[config.mk]
export PLATFORM = sky130hd
export DESIGN_NAME = bram_wr_arbiter
export DESIGN_NICKNAME = d
export VERILOG_FILES = /design/src/rtl/bram_wr_arbiter.sv
export SDC_FILE = /design/constraint.sdc
export NUM_CORES = 1
export LEC_CHECK = 0
export CELL_PAD_IN_SITES_DETAIL_PLACEMENT = 2
export CELL_PAD_IN_SITES_GLOBAL_PLACEMENT = 2
export CORE_ASPECT_RATIO = 1.2
export CORE_MARGIN = 5
export CORE_UTILIZATION = 20
export DETAILED_ROUTE_END_ITERATION = 10
export HOLD_SLACK_MARGIN = 0.05
export PLACE_DENSITY = 0.78
export SYNTH_ARGS = -nofsm -noshare
export SYNTH_HDL_FRONTEND = slang
export SYNTH_SLANG_ARGS = --single-unit
[constraint.sdc]
create_clock -name ACLK -period 2.3 [get_ports ACLK]
set_clock_uncertainty 0.1 [all_clocks]
set_input_delay 0.345 -clock ACLK [delete_from_list [all_inputs] [get_ports ACLK]]
set_output_delay 0.345 -clock ACLK [all_outputs]
set_load 0.02 [all_outputs]
[src/rtl/bram_wr_arbiter.sv]
// Round-robin arbiter sharing one status-BRAM write port among NUM_REQ requesters.
// One latched write per grant, done/err pulse back to the owner, watchdog abort.
module bram_wr_arbiter #(
   parameter int NUM_REQ        = 4,
   parameter int ADDR_W         = 32,
   parameter int DATA_W         = 64,
   parameter int TIMEOUT_CYCLES = 1024
) (
   input  logic                      ACLK,
   input  logic                      ARESETN,
   input  logic [NUM_REQ-1:0]        REQ_START,
   input  logic [NUM_REQ*ADDR_W-1:0] REQ_ADDR,
   input  logic [NUM_REQ*DATA_W-1:0] REQ_DATA,
   output logic [NUM_REQ-1:0]        REQ_DONE,
   output logic [NUM_REQ-1:0]        REQ_ERR,
   output logic                      WR_START,
   output logic [ADDR_W-1:0]         WR_ADDR,
   output logic [DATA_W-1:0]         WR_DATA,
   input  logic                      WR_DONE,
   output logic                      BUSY,
   output logic [2:0]                GRANT_IDX,
   output logic                      TIMEOUT_ERR,
   input  logic                      ERR_CLR
);

   localparam int              WD_W     = (TIMEOUT_CYCLES > 1) ? $clog2(TIMEOUT_CYCLES) : 1;
   localparam bit              WD_EN    = (TIMEOUT_CYCLES > 0);
   localparam logic [WD_W-1:0] WD_LAST  = WD_EN ? WD_W'(TIMEOUT_CYCLES - 1) : '0;
   localparam logic [2:0]      PTR_INIT = 3'(NUM_REQ - 1);

   typedef enum logic [1:0] {
      S_IDLE  = 2'd0,
      S_WRITE = 2'd1,
      S_ACK   = 2'd2
   } state_t;

   state_t              state_q, state_d;
   logic                wr_start_q, wr_start_d;
   logic [ADDR_W-1:0]   wr_addr_q, wr_addr_d;
   logic [DATA_W-1:0]   wr_data_q, wr_data_d;
   logic [NUM_REQ-1:0]  done_q, done_d;
   logic [NUM_REQ-1:0]  err_q, err_d;
   logic                busy_q, busy_d;
   logic [2:0]          grant_q, grant_d;
   logic [2:0]          ptr_q, ptr_d;
   logic                tout_err_q, tout_err_d;
   logic [WD_W-1:0]     wd_q, wd_d;

   logic                any_req_s;
   logic                hi_found_s;
   logic [2:0]          hi_idx_s;
   logic [2:0]          lo_idx_s;
   logic [2:0]          pick_idx_s;
   logic [ADDR_W-1:0]   pick_addr_s;
   logic [DATA_W-1:0]   pick_data_s;
   logic [NUM_REQ-1:0]  grant_oh_s;

   // Rotating priority: lowest set bit above the pointer, else lowest set bit overall.
   always_comb begin
      any_req_s  = |REQ_START;
      hi_found_s = 1'b0;
      hi_idx_s   = 3'd0;
      lo_idx_s   = 3'd0;
      for (int i = NUM_REQ - 1; i >= 0; i--) begin
         if (REQ_START[i] && (3'(i) > ptr_q)) begin
            hi_found_s = 1'b1;
            hi_idx_s   = 3'(i);
         end else begin
            hi_found_s = hi_found_s;
         end
         if (REQ_START[i]) begin
            lo_idx_s = 3'(i);
         end else begin
            lo_idx_s = lo_idx_s;
         end
      end
      if (hi_found_s) begin
         pick_idx_s = hi_idx_s;
      end else begin
         pick_idx_s = lo_idx_s;
      end
   end

   // Select the winning requester's address/data slice and decode the current owner.
   always_comb begin
      pick_addr_s = '0;
      pick_data_s = '0;
      grant_oh_s  = '0;
      for (int i = 0; i < NUM_REQ; i++) begin
         if (3'(i) == pick_idx_s) begin
            pick_addr_s = REQ_ADDR[i*ADDR_W +: ADDR_W];
            pick_data_s = REQ_DATA[i*DATA_W +: DATA_W];
         end else begin
            pick_addr_s = pick_addr_s;
         end
         grant_oh_s[i] = (grant_q == 3'(i));
      end
   end

   // Next-state and output logic of the arbitration FSM.
   always_comb begin
      state_d    = state_q;
      wr_start_d = wr_start_q;
      wr_addr_d  = wr_addr_q;
      wr_data_d  = wr_data_q;
      done_d     = '0;
      err_d      = '0;
      grant_d    = grant_q;
      ptr_d      = ptr_q;
      wd_d       = wd_q;
      tout_err_d = tout_err_q;

      if (ERR_CLR) begin
         tout_err_d = 1'b0;
      end else begin
         tout_err_d = tout_err_q;
      end

      case (state_q)
         S_IDLE: begin
            if (any_req_s) begin
               wr_addr_d  = pick_addr_s;
               wr_data_d  = pick_data_s;
               wr_start_d = 1'b1;
               grant_d    = pick_idx_s;
               ptr_d      = pick_idx_s;
               wd_d       = '0;
               state_d    = S_WRITE;
            end else begin
               state_d = S_IDLE;
            end
         end
         S_WRITE: begin
            if (WD_EN) begin
               wd_d = wd_q + WD_W'(1);
            end else begin
               wd_d = wd_q;
            end
            // A completion in the same cycle as the watchdog expiry is a clean finish.
            if (WR_DONE) begin
               wr_start_d = 1'b0;
               done_d     = grant_oh_s;
               state_d    = S_ACK;
            end else if (WD_EN && (wd_q == WD_LAST)) begin
               wr_start_d = 1'b0;
               done_d     = grant_oh_s;
               err_d      = grant_oh_s;
               tout_err_d = 1'b1;
               state_d    = S_ACK;
            end else begin
               state_d = S_WRITE;
            end
         end
         S_ACK: begin
            state_d = S_IDLE;
         end
         default: begin
            state_d    = S_IDLE;
            wr_start_d = 1'b0;
         end
      endcase

      busy_d = (state_d != S_IDLE);
   end

   // State and output registers.
   always_ff @(posedge ACLK or negedge ARESETN) begin
      if (!ARESETN) begin
         state_q    <= S_IDLE;
         wr_start_q <= 1'b0;
         wr_addr_q  <= '0;
         wr_data_q  <= '0;
         done_q     <= '0;
         err_q      <= '0;
         busy_q     <= 1'b0;
         grant_q    <= 3'd0;
         ptr_q      <= PTR_INIT;
         wd_q       <= '0;
         tout_err_q <= 1'b0;
      end else begin
         state_q    <= state_d;
         wr_start_q <= wr_start_d;
         wr_addr_q  <= wr_addr_d;
         wr_data_q  <= wr_data_d;
         done_q     <= done_d;
         err_q      <= err_d;
         busy_q     <= busy_d;
         grant_q    <= grant_d;
         ptr_q      <= ptr_d;
         wd_q       <= wd_d;
         tout_err_q <= tout_err_d;
      end
   end

   assign WR_START    = wr_start_q;
   assign WR_ADDR     = wr_addr_q;
   assign WR_DATA     = wr_data_q;
   assign REQ_DONE    = done_q;
   assign REQ_ERR     = err_q;
   assign BUSY        = busy_q;
   assign GRANT_IDX   = grant_q;
   assign TIMEOUT_ERR = tout_err_q;

endmodule
==> flow_summary.toml <==
[logic_synthesis]
syn_avg_cell_area_sq_um = 9.58
synth_compound_area_frac = 0.367
synth_fa_ha_area_frac = 0.00159
synth_flop_cell = "dfrtp_1"
synth-xor-area-share = 0
syn-cell-area_sq_um = 7860
synthArstFlopShare = 1.00
synthMuxAreaShare = 0.00271
syn_inst = 821
synthSimpleGateAreaFrac = 0.167
synth_cell_type_count = 51
synth_top_family_by_area = "compound AO/OA/AOI/OAI gates"
yosysWarnings = 0
ys_seq_area_frac = 0.392
synth_edf_count = 0
syn_nets = 1214
ys_ff_latch = 123

[setup_path]
cp_data_required_time_ns = 2.53
path_common_cell = "buf_4"
end_kind = "flop"
crit_fanout = 19
start_kind = "input pin"
worstPathArrival_ns = 2.46
critPathKind = "in -> reg"
max_stage_delay_ns = 0.52
crit_slowest_cell = "clkdlybuf4s50_1"
reg2reg_to = "WR_DATA[59]"
r2r_slack_ns = 0.07
worstPathCellList = "clkdlybuf4s50_1 > buf_4 > o21bai_1 > a21o_4 > nand3_4 > buf_12 > buf_4 > buf_4 > a221oi_2 > o21ai_1"
worstRegToRegCells = 8
r2r_start = "ptr_q[0]"

[clock_network]
numCtsBuffers = 17
cts_tree = "yes"
clkSinkCount = 123
cts_max_level = 4
cts_root_buffer = "clkbuf_16"
clkSlewWorstSetupHoldPaths_ns = 0.06
clk_latency_ns = 0.44
clockBufferDepth = 2

[drt]
vias = 9578
finalWirelength_mm = 50.1
route.detailed.drc = 0
wire_per_inst_um = 26.5
first_pass_iters = 4
routed_via_density = 5.07
drt_iter0_markers = 289
drtAntennaViolNets = 0

[min_path]
hold_path.class = "in -> async"

[floorplan]
die_w_um = 191
io_pins = 502
core_area_sq_um = 38800
start_util = 0.202
fp-row-count = 79
die_y_um = 227
die_area_sq_um = 43400

[placed_design]
place_congestion = 0.840
place_hpwl_mm = 38.3
dp_slack_ns = -0.590
portBuffers = 500

[flow_run]
drv_cap = 0

[layout]
nets = 1735
fillers = 4121
final_common_cell = "clkdlybuf4s50_1"
final_cell_mix = "clkdlybuf4s50_1, dfrtp_1, nand2_1"
area_delta_synth_final_pct = 90.2
drive_gt1_frac = 0.166
utilization = 0.385

[power_and_ir_drop]
p_leak_uw = 0.00586
powerDensity_nw_per_um2 = 1220
power_switching_uw = 8070
p_seq_frac = 0.212
peakVddDrop_mv = 0.550
pwr-share-comb = 0.624
p_int_uw = 10200
clockPowerShare = 0.165
switching_share = 0.441

[timing]
slew_headroom = 0.567
period_share = 0.972
finalSetupViolCount = 0
whs_ns = 0.329
fin_crit_ns = 2.24
slew_viol_final = 0
tns_ns = 0
worst_pin_slew_ns = 0.644
hold_violations = 0
timing.final.ws_setup_ns = 0.0647
timing.fmax_mhz = 447

[global_routing]
grt_overflow = 0
grt_pass1_wl_mm = 71.9
grt_start_max_net_pins = 54
grt_pass1_vias = 11100
antenna_found_initial = 6
grt_util_all_layers = 0.220

[outcome]
status = "complete, no violations"
==> flip-flops by register name, summed over array words and instances, names as in the netlist <==
name and count:
WR_DATA 64, WR_ADDR 32, wd_q 10, REQ_DONE 4, REQ_ERR 4, GRANT_IDX 2
ptr_q 2, state_q 2, BUSY 1, TIMEOUT_ERR 1, WR_START 1
==> cells by family (layout without fill, tap and decap cells) <==
| kind of cell | after synthesis | count (layout) |
|---|---|---|
| adders and majority gates | 1 | 1 |
| muxes | 2 | 2 |
| and+or+nand+nor | 258 | 259 |
| DFF | 123 | 123 |
| other | 1 | 9 |
| AOI/OAI and AO/OA | 331 | 331 |
| buffers and inverters | 105 | 638 |
==> Yosys cell counts (16+ instances only) <==
cell type	number	area share
dfrtp_1	121	0.39
nand2_1	109	0.052
and3_1	90	0.072
o21ai_1	89	0.057
o221ai_1	57	0.063
a221oi_1	48	0.053
clkbuf_1	41	0.020
a221oi_2	39	0.074
buf_2	38	0.024
o221ai_2	30	0.057
nor2_1	25	0.012
o21ai_0	16	0.010
==> power groups by stage <==
stage,Sequential (uW),Clock (uW),Combinational (uW)
finish,3870,3020,11400
global route,3980,3170,12200
CTS,3890,3100,11400
detailed placement,3900,0,11300
global placement,3830,0,10900
floorplan,4810,0,4600
==> per-stage QoR <==
| stage | instance area (sq um) | total power (uW) | instances |
|---|---|---|---|
| 4_1_cts | 14800 | 18300 | 1875 |
| 2_1_floorplan | 7860 | 9420 | 821 |
| 3_3_place_gp | 14100 | 14800 | 1839 |
| 6_report | 15000 | 18300 | 1889 |
| 5_1_grt | 14900 | 19300 | 1887 |
| 3_5_place_dp | 14100 | 15200 | 1839 |
==> layer usage <==
metal	track usage	vias to the layer above	wire length [um]
met1	0.251	4810	19500
li1	-	4301	-
met2	0.386	381	25400
met4	0.0925	0	1910
met3	0.0629	86	3310
met5	0	-	0
==> final cells by class <==
type,count,area [sq um],share of cell area
multi-input cells,594,4350,0.291
clock inverters,14,195,0.0131
clock buffers,18,439,0.0294
repair buffers,600,6190,0.414
well taps,526,658,0.0440
diodes,8,20.0,0.00134
inverters,6,22.5,0.00151
flip-flops and latches,123,3080,0.206
==> timing repair <==
action	CTS	global route
gates resized for setup	3	6
hold buffers	1	0
gates cloned	1	2
setup endpoints to repair	82	22
buffers inserted	2	4
hold endpoints to repair	48	0
pin swaps	1	1
==> worst max-delay path by stage <==
stage                       from           to  slack (ns)  depth (start not counted)
floorplan               ptr_q[1]  WR_DATA[41]        0.29                          9
global placement    REQ_START[3]  WR_DATA[31]       -0.54                          6
detailed placement  REQ_START[3]  WR_ADDR[12]       -0.59                          7
CTS                 REQ_START[3]  WR_DATA[30]       0.001                          7
global route            ptr_q[0]  WR_DATA[39]       -0.03                          8
finish              REQ_START[3]  WR_DATA[60]        0.06                         10
==> critical path, delay by kind of cell <==
kind                   cells  cell delay (ns)
and+or+nand+nor            1             0.11
AOI/OAI and AO/OA          4             0.77
buffers and inverters      5             1.23
No activity file was read; power rests on OpenSTA's default activity.
